===== src/rtl/ahbl_lsu_bridge.sv =====
// Ibex-style req/gnt/rvalid/err port to AHB-Lite master; combinational address phase, rvalid 1 cycle after gnt plus slave wait states.
// Backpressure: gnt_o held low while hready_i=0 or during the second HRESP error cycle; the core holds its request.
module ahbl_lsu_bridge #(
    parameter int         ADDR_WIDTH = 32,
    parameter int         DATA_WIDTH = 32,
    parameter bit         INSTR_MODE = 1'b0,
    parameter logic [3:0] HPROT_VAL  = 4'b0011,
    localparam int        BE_WIDTH   = DATA_WIDTH / 8
) (
    input  logic                  clk_cpu,
    input  logic                  rstn_cpu,
    input  logic                  req_i,
    output logic                  gnt_o,
    output logic                  rvalid_o,
    output logic                  err_o,
    input  logic [ADDR_WIDTH-1:0] addr_i,
    input  logic                  we_i,
    input  logic [BE_WIDTH-1:0]   be_i,
    input  logic [DATA_WIDTH-1:0] wdata_i,
    output logic [DATA_WIDTH-1:0] rdata_o,
    output logic [ADDR_WIDTH-1:0] haddr_o,
    output logic [2:0]            hburst_o,
    output logic                  hmastlock_o,
    output logic [3:0]            hprot_o,
    output logic [2:0]            hsize_o,
    output logic [1:0]            htrans_o,
    output logic [DATA_WIDTH-1:0] hwdata_o,
    output logic                  hwrite_o,
    input  logic [DATA_WIDTH-1:0] hrdata_i,
    input  logic                  hready_i,
    input  logic                  hresp_i
);

    localparam int         OFF_W     = $clog2(BE_WIDTH);
    localparam logic [2:0] FULL_SIZE = 3'($clog2(BE_WIDTH));
    localparam logic [3:0] HPROT_EFF = INSTR_MODE ? (HPROT_VAL & 4'b1110) : HPROT_VAL;

    typedef enum logic [1:0] {
        IDLE = 2'd0,
        DATA = 2'd1,
        ERR1 = 2'd2
    } state_t;

    state_t                state_q, state_d;
    logic                  we_q;
    logic [DATA_WIDTH-1:0] wdata_q;
    logic [2:0]            dec_size;
    logic [OFF_W-1:0]      dec_off;
    logic                  gnt;
    logic                  done;

    // Gated by reset so every output is quiet while rstn_cpu is low.
    assign gnt  = rstn_cpu && req_i && hready_i && (state_q != ERR1);
    assign done = (state_q != IDLE) && hready_i;

    // Narrowest naturally aligned transfer covering the byte enables.
    always_comb begin
        dec_size = FULL_SIZE;
        dec_off  = '0;
        for (int i = 0; i < BE_WIDTH; i++) begin
            if (be_i == (BE_WIDTH'(1) << i)) begin
                dec_size = 3'b000;
                dec_off  = OFF_W'(i);
            end
        end
        for (int i = 0; i < BE_WIDTH; i += 2) begin
            if (be_i == (BE_WIDTH'(3) << i)) begin
                dec_size = 3'b001;
                dec_off  = OFF_W'(i);
            end
        end
        if (BE_WIDTH == 8) begin
            for (int i = 0; i < BE_WIDTH; i += 4) begin
                if (be_i == (BE_WIDTH'(15) << i)) begin
                    dec_size = 3'b010;
                    dec_off  = OFF_W'(i);
                end
            end
        end
    end

    always_comb begin
        state_d = state_q;
        case (state_q)
            IDLE: if (gnt) state_d = DATA;
            DATA: begin
                if (hready_i)     state_d = gnt ? DATA : IDLE;
                else if (hresp_i) state_d = ERR1;
            end
            ERR1: if (hready_i) state_d = IDLE;
            default: state_d = IDLE;
        endcase
    end

    always_ff @(posedge clk_cpu or negedge rstn_cpu) begin
        if (!rstn_cpu) begin
            state_q <= IDLE;
            we_q    <= 1'b0;
            wdata_q <= '0;
        end else begin
            state_q <= state_d;
            if (gnt) begin
                we_q    <= we_i && !INSTR_MODE;
                wdata_q <= INSTR_MODE ? '0 : wdata_i;
            end
        end
    end

    assign gnt_o       = gnt;
    assign rvalid_o    = done;
    assign err_o       = done && ((state_q == ERR1) || hresp_i);
    assign rdata_o     = (done && !err_o && !we_q) ? hrdata_i : '0;

    assign htrans_o    = gnt ? 2'b10 : 2'b00;
    assign haddr_o     = !gnt ? '0 :
                         INSTR_MODE ? addr_i : {addr_i[ADDR_WIDTH-1:OFF_W], dec_off};
    assign hsize_o     = !gnt ? 3'b000 : (INSTR_MODE ? FULL_SIZE : dec_size);
    assign hwrite_o    = gnt && we_i && !INSTR_MODE;
    assign hprot_o     = gnt ? HPROT_EFF : 4'b0000;
    assign hburst_o    = 3'b000;
    assign hmastlock_o = 1'b0;
    assign hwdata_o    = ((state_q != IDLE) && we_q) ? wdata_q : '0;

endmodule


===== config.mk =====
export PLATFORM = sky130hd
export DESIGN_NAME = ahbl_lsu_bridge
export DESIGN_NICKNAME = d
export VERILOG_FILES = /design/src/rtl/ahbl_lsu_bridge.sv
export SDC_FILE = /design/constraint.sdc
export NUM_CORES = 1
export LEC_CHECK = 0
export CAP_MARGIN = 10
export CORE_MARGIN = 2
export CORE_UTILIZATION = 30
export DETAILED_ROUTE_END_ITERATION = 10
export HOLD_SLACK_MARGIN = 0.06
export PLACE_DENSITY = 0.81
export SKIP_LAST_GASP = 1
export SLEW_MARGIN = 20
export SYNTH_ARGS = -nofsm -noshare
export SYNTH_HDL_FRONTEND = slang
export SYNTH_SLANG_ARGS = --single-unit

===== constraint.sdc =====
create_clock -name clk_cpu -period 1.5 [get_ports clk_cpu]
set_input_delay 0.3 -clock clk_cpu [delete_from_list [all_inputs] [get_ports clk_cpu]]
set_output_delay 0.3 -clock clk_cpu [all_outputs]
set_load 0.01 [all_outputs]

==> results.cfg, run 1 <==
[clocking]
clkTransAtPathRegs_ps = 80
clockRootBuffer = clkbuf_8
clock_latency_ps = 290
numClockSinks = 35
postCtsHoldBufs = 0
cts_tree = built
cts_made_buffers = 5
clk_path_buf_depth = 2
cts_htree_levels = 2

[place]
portBuffers = 208
place_congestion = 0.806
dp.cells = 515
dp_hpwl_um = 5890

[power_and_ir_drop]
switching_share_pct = 25.5
switching_power_uw = 811
ir_drop_v = 0.000475
leakage_uw = 0.00242
seqPwrFrac_pct = 38.6
internal_power_uw = 2360
power.total_uw = 3170
comb_power_share_pct = 33.8
power_density_nw_per_um2 = 644
p_clk_share_pct = 27.6

[routing]
drc = 0
ant_nets = 0
num_vias = 2433
routedWlPerCell_um = 15.8
drt_wl_total_um = 8730
dr.pass1.iters = 4
drt_iter0_drc = 55
avgViaCountPerCell = 4.41

[global_route]
antenna_found_initial = 0
grt_pass1_vias = 2493
grt_overflow = 0
grt_pass1_wl_um = 12900
grt_usage_pct = 19.6
grt_max_degree = 36

[run_status]
status = complete, but fails checks
violations = negative setup slack

[synth]
syn_inst = 211
ys_warn_count = 0
yosys-top-cells-count = and2_1 (95), dfrtp_1 (35), mux2_4 (18)
synth.avg_cell_area_sq_um = 10.6
yosys_register_bits = 35
synth_top_cell_area_share_pct = 39.1
yosysTopAreaCell = dfrtp_1
netlist-cell-type-count = 26
ys_top_cells_by_area = dfrtp_1 (39%), and2_1 (27%), mux2_4 (12%)
synthFlopType = dfrtp_1
yosysSeqAreaShare_pct = 39.1
yosysMostFrequentCell = and2_1
async_flop_share_pct = 100
syn_area_sq_um = 2240
synth_edf_count = 0

[worst_setup_path]
critPathRequiredTime_ps = 1200
arrival_ps = 1550
start_kind = flop
path_cells = buf_6 -> nand2b_4 -> nand2b_4 -> inv_8 -> clkbuf_16 -> and2_1 -> buf_2
worstPathMaxFanout = 6
slowest_stage = dfrtp_1
critical_path_buf_inv_count = 4
path_common_cell = nand2b_4
crit_path_max_incr_delay_ps = 400
path_class = flop to output port
endpoint_kind = output port
critPathTopFamily = buffers and inverters

[cells_and_area]
diodes = 0
instances_no_fill = 552
utilization_pct = 67.9
finalNetCount = 558
drive_gt1_share_pct = 52.1
fill_cells = 569
syn_to_final_growth_pct = 120

[sta]
fmax_mhz = 541
hold_viol_final = 0
period_needed_ps = 1850
worst_slack_ps = -348
hold_ws_ps = 96.4
rsz0062_at_grt = yes
fin_worst_skew_ps = 8.44
finalSetupViolCount = 137
slew_violations = 0
post-route-period-util_pct = 123

[floorplanning]
core_area_sq_um = 7250
io-pin-count = 219
die_h_um = 90.4
die_w_um = 90.4
die_area_sq_um = 8170
num_rows = 31
initial_core_util_pct = 30.9

[worst_hold_path]
min_path_type = primary input to async pin

[run]
max_cap_violations = 0
==> routing by layer <==
layer	part of all wire, %	GRT usage (%)	routed length [um]	up-vias
met1	36	21.1	3160	1138
met3	8.6	6.59	748	21
met5	0	0	0	-
met4	2.8	6.79	242	0
met2	52	35.5	4580	129
li1	-	-	-	1145
==> final cells by class <==
cell class	instances	area, sq um	share of cell area (%)
tap	99	124	2.51
sequential	35	876	17.8
multi-input combinational	158	1360	27.6
clock buffer	5	68.8	1.40
inverter	1	11.3	0.229
clock inverter	3	47.5	0.965
timing repair buffer	251	2440	49.5
==> per-stage QoR <==
stage | area [sq um] | TNS (ps) | worst slack [ps]
after floorplan | 2270 | 0 | 27.7
after detailed placement | 4460 | -80950 | -834
final | 4930 | -36960 | -348
after global routing | 4930 | -46100 | -423
after CTS | 4600 | -37160 | -402
after global placement | 4460 | -77260 | -809
==> cell families after synthesis <==
group	share of synthesized area, %
flip-flops	39.1
AO/OA/AOI/OAI	1.84
AND/OR/NAND/NOR	30.9
buffers and inverters	7.54
other	0.167
XOR/XNOR	0.782
multiplexers	19.6
==> registers in the layout, summed over array words and instances, names as in the netlist <==
signal	count
we_q	1
wdata_q	32
state_q	2
==> final timing paths <==
path / start / to / slack (ps) / cells past startpoint
setup / recovery: state_q[0] / haddr_o[20] / -350 / 7
setup reg to reg: state_q[0] / wdata_q[7] / -250 / 8
hold reg to reg: wdata_q[3] / wdata_q[3] / 500 / 1
min in group clk_cpu: rstn_cpu / state_q[0] / 310 / 3
max in group asynchronous: rstn_cpu / wdata_q[12] / 1080 / 2
hold / removal: rstn_cpu / wdata_q[0] / 100 / 2
==> power by group through the flow <==
stage / clock network [uW] / logic (uW) / registers (uW)
finish: 877 / 1070 / 1230
global route: 951 / 1150 / 1250
CTS: 904 / 1010 / 1220
detailed placement: 0 / 969 / 1240
global placement: 0 / 954 / 1230
floorplan: 0 / 446 / 1210
==> repair_timing <==
item	in CTS	in global routing
endpoints found under the setup margin	136	138
pin swaps	24	19
setup buffers	13	6
endpoints found under the hold margin	0	0
cloned	8	4
resized for setup	490	55
==> cells in the final DEF, fill, tap and decap left out <==
cell type | synthesis | layout
clkbuf_16 | 0 | 3
buf_2 | 1 | 67
and2_4 | 0 | 33
nor2_2 | 0 | 1
a21oi_1 | 1 | 1
nand2b_4 | 2 | 2
nor4_2 | 0 | 1
clkdlybuf4s50_1 | 0 | 95
conb_1 | 1 | 8
nor4bb_2 | 0 | 1
nand3_2 | 0 | 1
xor2_1 | 1 | 1
dfrtp_1 | 35 | 35
a21boi_2 | 0 | 1
inv_6 | 0 | 1
mux2_4 | 18 | 18
dlygate4sd2_1 | 0 | 6
nor2_4 | 0 | 1
buf_12 | 0 | 6
clkinv_4 | 0 | 1
nand2_1 | 1 | 1
clkbuf_8 | 0 | 5
xnor2_1 | 1 | 1
dlymetal6s2s_1 | 0 | 1
buf_16 | 0 | 6
nor2_1 | 5 | 3
a31oi_1 | 1 | 1
mux2_2 | 15 | 15
inv_8 | 0 | 1
buf_8 | 1 | 1
buf_6 | 2 | 51
buf_4 | 12 | 14
bufinv_16 | 0 | 1
o21a_4 | 0 | 1
nor4_4 | 0 | 1
and2_1 | 95 | 62
o21a_1 | 3 | 2
bufbuf_16 | 0 | 1
or3b_2 | 1 | 1
and4bb_4 | 0 | 1
Note: power is estimated with default switching activity, not from simulation.
==> inputs of run 2 (changes only) <==
- GPL_ROUTABILITY_DRIVEN: unset -> 0
==> results of run 2 <==
The final DEF is identical to that of run 1; final timing and power are the same.
